## config.mk

```make
export PLATFORM = sky130hd
export DESIGN_NAME = rv_mem_arb
export DESIGN_NICKNAME = d
export VERILOG_FILES = /design/src/rtl/rv_mem_arb_pkg.sv /design/src/rtl/rv_arb_cnt.sv /design/src/rtl/rv_mem_arb.sv
export SDC_FILE = /design/constraint.sdc
export NUM_CORES = 1
export LEC_CHECK = 0
export ABC_AREA = 1
export CORE_ASPECT_RATIO = 0.7
export CORE_UTILIZATION = 40
export DETAILED_ROUTE_END_ITERATION = 8
export PLACE_DENSITY_LB_ADDON = 0.12
export RECOVER_POWER = 25
export SLEW_MARGIN = 20
export SYNTH_ARGS = -nofsm -noshare
export SYNTH_HDL_FRONTEND = slang
export SYNTH_SLANG_ARGS = --single-unit
```

## constraint.sdc

```tcl
create_clock -name clk -period 5.3 [get_ports clk]
set_clock_uncertainty 0.15 [all_clocks]
set_input_delay 1.06 -clock clk [delete_from_list [all_inputs] [get_ports clk]]
set_output_delay 1.06 -clock clk [all_outputs]
set_load 0.02 [all_outputs]
```

## src/rtl/rv_mem_arb_pkg.sv

```systemverilog
// Shared constants, FSM state type and helpers for the memory arbiter.
// Imported by rv_mem_arb and rv_arb_cnt.
package rv_mem_arb_pkg;

    localparam int unsigned XLEN         = 32;
    localparam int unsigned CNT_W        = 4;
    localparam int unsigned WAIT_CYC_DEF = 2;

    typedef enum logic [1:0] {
        ST_IDLE,
        ST_CORE_ACC,
        ST_DMA_ACC,
        ST_DONE
    } arb_state_e;

    // Counter preload: counting down to zero gives cyc access cycles.
    function automatic logic [CNT_W-1:0] cnt_init(input int unsigned cyc);
        return CNT_W'(cyc - 1);
    endfunction

endpackage

```

## src/rtl/rv_arb_cnt.sv

```systemverilog
// Loadable down-counter with zero flag that times a memory access.
// Ports: clk, rst, i_load/i_val (preload), i_dec (count), o_zero.
module rv_arb_cnt
    import rv_mem_arb_pkg::*;
(
    input  logic             clk,
    input  logic             rst,
    input  logic             i_load,
    input  logic             i_dec,
    input  logic [CNT_W-1:0] i_val,
    output logic             o_zero
);

    logic [CNT_W-1:0] r_cnt;

    always_ff @(posedge clk or posedge rst) begin
        if (rst) begin
            r_cnt <= '0;
        end else if (i_load) begin
            r_cnt <= i_val;
        end else if (i_dec && (r_cnt != '0)) begin
            r_cnt <= r_cnt - 1'b1;
        end
    end

    assign o_zero = (r_cnt == '0);

endmodule

```

## src/rtl/rv_mem_arb.sv

```systemverilog
// Two-port (core, DMA) round-robin arbiter onto one multi-cycle memory.
// Ports: core_* and dma_* request/grant ports, mem_* memory side.
module rv_mem_arb
    import rv_mem_arb_pkg::*;
#(
    parameter int unsigned WAIT_CYC = WAIT_CYC_DEF
) (
    input  logic            clk,
    input  logic            rst,
    input  logic            core_req,
    input  logic            core_we,
    input  logic [XLEN-1:0] core_addr,
    input  logic [XLEN-1:0] core_wdata,
    output logic [XLEN-1:0] core_rdata,
    output logic            core_gnt,
    input  logic            dma_req,
    input  logic            dma_we,
    input  logic [XLEN-1:0] dma_addr,
    input  logic [XLEN-1:0] dma_wdata,
    output logic [XLEN-1:0] dma_rdata,
    output logic            dma_gnt,
    output logic            mem_en,
    output logic            mem_we,
    output logic [XLEN-1:0] mem_addr,
    output logic [XLEN-1:0] mem_wdata,
    input  logic [XLEN-1:0] mem_rdata
);

    arb_state_e      r_state;
    logic            r_last_dma;
    logic            r_we;
    logic [XLEN-1:0] r_addr;
    logic [XLEN-1:0] r_wdata;
    logic [XLEN-1:0] r_core_rdata;
    logic [XLEN-1:0] r_dma_rdata;
    logic            r_mem_en;
    logic            r_mem_we;
    logic            r_core_gnt;
    logic            r_dma_gnt;

    logic            w_acc;
    logic            w_load;
    logic            w_zero;
    logic            w_pick_dma;

    assign w_acc  = (r_state == ST_CORE_ACC) || (r_state == ST_DMA_ACC);
    assign w_load = (r_state == ST_IDLE) && (core_req || dma_req);

    // On a tie the port that was not served last wins.
    assign w_pick_dma = dma_req && (!core_req || !r_last_dma);

    rv_arb_cnt u_cnt (
        .clk    (clk),
        .rst    (rst),
        .i_load (w_load),
        .i_dec  (w_acc),
        .i_val  (cnt_init(WAIT_CYC)),
        .o_zero (w_zero)
    );

    always_ff @(posedge clk or posedge rst) begin
        if (rst) begin
            r_state      <= ST_IDLE;
            r_last_dma   <= 1'b1;
            r_we         <= 1'b0;
            r_addr       <= '0;
            r_wdata      <= '0;
            r_core_rdata <= '0;
            r_dma_rdata  <= '0;
            r_mem_en     <= 1'b0;
            r_mem_we     <= 1'b0;
            r_core_gnt   <= 1'b0;
            r_dma_gnt    <= 1'b0;
        end else begin
            r_core_gnt <= 1'b0;
            r_dma_gnt  <= 1'b0;
            case (r_state)
                ST_IDLE: begin
                    if (w_load) begin
                        r_last_dma <= w_pick_dma;
                        r_we       <= w_pick_dma ? dma_we    : core_we;
                        r_addr     <= w_pick_dma ? dma_addr  : core_addr;
                        r_wdata    <= w_pick_dma ? dma_wdata : core_wdata;
                        r_mem_en   <= 1'b1;
                        r_mem_we   <= w_pick_dma ? dma_we    : core_we;
                        r_state    <= w_pick_dma ? ST_DMA_ACC : ST_CORE_ACC;
                    end
                end
                ST_CORE_ACC, ST_DMA_ACC: begin
                    if (w_zero) begin
                        // Read data is only valid on the last access cycle.
                        if (!r_we) begin
                            if (r_state == ST_DMA_ACC) begin
                                r_dma_rdata <= mem_rdata;
                            end else begin
                                r_core_rdata <= mem_rdata;
                            end
                        end
                        r_core_gnt <= (r_state == ST_CORE_ACC);
                        r_dma_gnt  <= (r_state == ST_DMA_ACC);
                        r_mem_en   <= 1'b0;
                        r_mem_we   <= 1'b0;
                        r_state    <= ST_DONE;
                    end
                end
                ST_DONE: begin
                    r_state <= ST_IDLE;
                end
                default: begin
                    r_mem_en <= 1'b0;
                    r_mem_we <= 1'b0;
                    r_state  <= ST_IDLE;
                end
            endcase
        end
    end

    assign mem_en     = r_mem_en;
    assign mem_we     = r_mem_we;
    assign mem_addr   = r_addr;
    assign mem_wdata  = r_wdata;
    assign core_rdata = r_core_rdata;
    assign dma_rdata  = r_dma_rdata;
    assign core_gnt   = r_core_gnt;
    assign dma_gnt    = r_dma_gnt;

endmodule

```

==> reports/qor.yml <==
relSlewSlack: -0.0270
yosys-top-cells-area: "dfrtp_1, nand3_1, nand2_1, o21a_1, buf_6"
cap_violations: 1
first_pass_iters: 5
grt_max_degree: 91
start_kind: "input port"
crit_path_end_kind: "register"
p_comb_frac: 0.501
antenna_found_initial: 1
drcViolationCount: 0
syn_to_final_growth_pct: 56.1
rsz0062_at_grt: "no"
root_buffer: "clkbuf_16"
routed_via_density: 5.13
clock_latency_ns: 0.41
max_stage_delay_ns: 0.85
syn_area_um2: 6390
overflow: 0
synthMuxAreaShare: 0
drt_iter0_drc: 493
cts_tree: "done"
pwr-share-seq: 0.300
final_cell_mix: "clkdlybuf4s50_1, nand2_1, nand3_1, dfrtp_1, o21a_1"
ant_nets: 0
finalSetupViolCount: 0
drive_gt1_frac: 0.0488
grt_usage: 0.245
power_density_nw_per_um2: 630
final_area_um2: 9980
cts_setup_buffers: 0
fmax_ghz: 0.258
ys_warn_count: 0
ios: 298
finalNetCount: 1164
ys_seq_area_frac: 0.548
hold_viol: 0
cts_buffers: 17
violations: "capacitance limit, slew limit"
yosys.area_share.xor_xnor: 0.00137
slowest_stage: "clkinv_2"
ir_drop_mv: 0.353
cts.sinks: 140
die_x_um: 153
grt_pass1_wl_um: 31300
hold_path.class: "reg2reg"
setup_tns_ns: 0
rows: 38
yosysTopAreaCell: "dfrtp_1"
finalPower_mw: 6.28
worstPathMaxFanout: 50
final_util: 0.642
port_buffers: 297
seqCellArea_um2: 3500
p_clk_frac: 0.199
synth_fa_ha_area_frac: 0.00979
cts_resized: 0
synth.top_cell.area_share: 0.544
total_switching_power_mw: 2.48
intPower_mw: 3.80
slew_viol_final: 28
cts-htree-levels: 4
ctsHoldBuffers: 0
synth_top_family_by_area: "simple AND/OR/NAND/NOR gates"
initial_core_util: 0.411
p_leak_nw: 4.37
fin_crit_sh: 0.731
p_sw_frac: 0.395
layout_setup_ws_ns: 1.42
yosys.area_share.simple: 0.298
synth_compound_area_frac: 0.0793
place_area_um2: 9380
syn_area_per_cell_um2: 8.88
clk_path_buf_depth: 2
die_area_um2: 16500
fp.dieH_um: 108
mostFrequentLayoutCell: "clkdlybuf4s50_1"
synth_nets: 891
globalplace.congestion: 0.803
dpl.hpwl_um: 13300
ys_ff_latch: 140
period_needed_ns: 3.88
cp.arrival_ns: 4.03
tightestPinTransition_ns: 1.54
wl_per_cell_um: 16.4
critPathKind: "in2reg"
status: "finished, violations left"
core_um2: 15500
synthCells: 720
vias: 6180
multiInputGateArea_um2: 2490
clk_pin_slew_ns: 0.06
grt_pass1_vias: 5935
crit_path_cell_trace: "dlygate4sd3_1 > o21ai_0 > clkinv_2 > buf_4 > o21a_1"
synth_cell_types: 20
dp_slack_ns: 1.86
cp.required_ns: 5.46
routed_wl_um: 19700
fillers: 1357
==> stage by stage <==
| step | hold WS [ns] | cells |
|---|---|---|
| 3_3_place_gp | 0.302 | 1174 |
| 6_report | 0.319 | 1205 |
| 3_5_place_dp | 0.308 | 1174 |
| 5_1_grt | 0.338 | 1205 |
| 4_1_cts | 0.322 | 1204 |
| 2_1_floorplan | 0.293 | 720 |
==> worst max-delay path: cells and delay by family <==
| kind | cells | cell delay (ns) |
|---|---|---|
| compound gates | 2 | 1.03 |
| buf+inv | 3 | 1.93 |
==> routing by layer <==
layer,GRT usage,vias up,wire (um)
met5,0,-,0
met4,0.113,0,598
met3,0.0560,42,1140
met2,0.393,237,9080
met1,0.316,2950,8890
li1,-,2951,-
==> path summary, 6_finish.rpt <==
check / startpoint / end / slack [ns] / cells past startpoint
setup reg to reg: r_state[0]$_DFFE_PP0P_ / dma_rdata[18]$_DFFE_PP0P_ / 2.36 / 9
max in group asynchronous: rst / mem_wdata[26]$_DFFE_PP0P_ / 1.94 / 3
hold reg to reg: core_rdata[6]$_DFFE_PP0P_ / core_rdata[6]$_DFFE_PP0P_ / 0.32 / 2
min in group asynchronous: rst / core_rdata[12]$_DFFE_PP0P_ / 1.11 / 2
setup / recovery: core_req / mem_wdata[6]$_DFFE_PP0P_ / 1.42 / 5
hold / removal: core_rdata[6]$_DFFE_PP0P_ / core_rdata[6]$_DFFE_PP0P_ / 0.32 / 2
==> sequential cells by signal, summed over array words and instances, names as in the netlist <==
| name | count |
|---|---|
| u_cnt.r_cnt | 4 |
| r_last_dma | 1 |
| core_gnt | 1 |
| dma_gnt | 1 |
| core_rdata | 32 |
| mem_addr | 32 |
| r_state | 2 |
| dma_rdata | 32 |
| r_we | 1 |
| mem_we | 1 |
| mem_wdata | 32 |
| mem_en | 1 |
==> Yosys cell counts <==
library cell	count
nand2_1	228
nand3_1	200
dfrtp_1	139
o21a_1	64
clkbuf_1	17
buf_6	15
buf_2	12
inv_1	11
nor2_1	10
buf_4	6
buf_1	5
ha_1	5
a21oi_1	1
dfstp_2	1
inv_2	1
nand4_1	1
nor2_2	1
o21ai_0	1
o21ai_4	1
xor2_1	1
==> cells by family after synthesis <==
family | count (synthesis)
xor gates and xnor gates | 1
adders and majority gates | 5
buffers and inverters | 67
and+or+nand+nor | 440
AOI/OAI and AO/OA | 67
DFF | 140
==> power groups by stage <==
stage	Sequential [mW]	Combinational (mW)	Clock, mW
CTS	1.88	3.19	1.27
global route	1.95	3.39	1.31
finish	1.88	3.15	1.25
detailed placement	1.89	3.18	0
global placement	1.89	3.13	0
floorplan	2.48	1.20	0
==> cell type report <==
cell class	count	share of cell area
Multi-Input combinational cell	513	0.249
Sequential cell	140	0.351
Inverter	12	0.00514
Antenna cell	1	0.000251
Tap cell	200	0.0251
Timing Repair Buffer	309	0.307
Clock inverter	11	0.0171
Clock buffer	19	0.0444
Power figures use the tool's default switching activity.
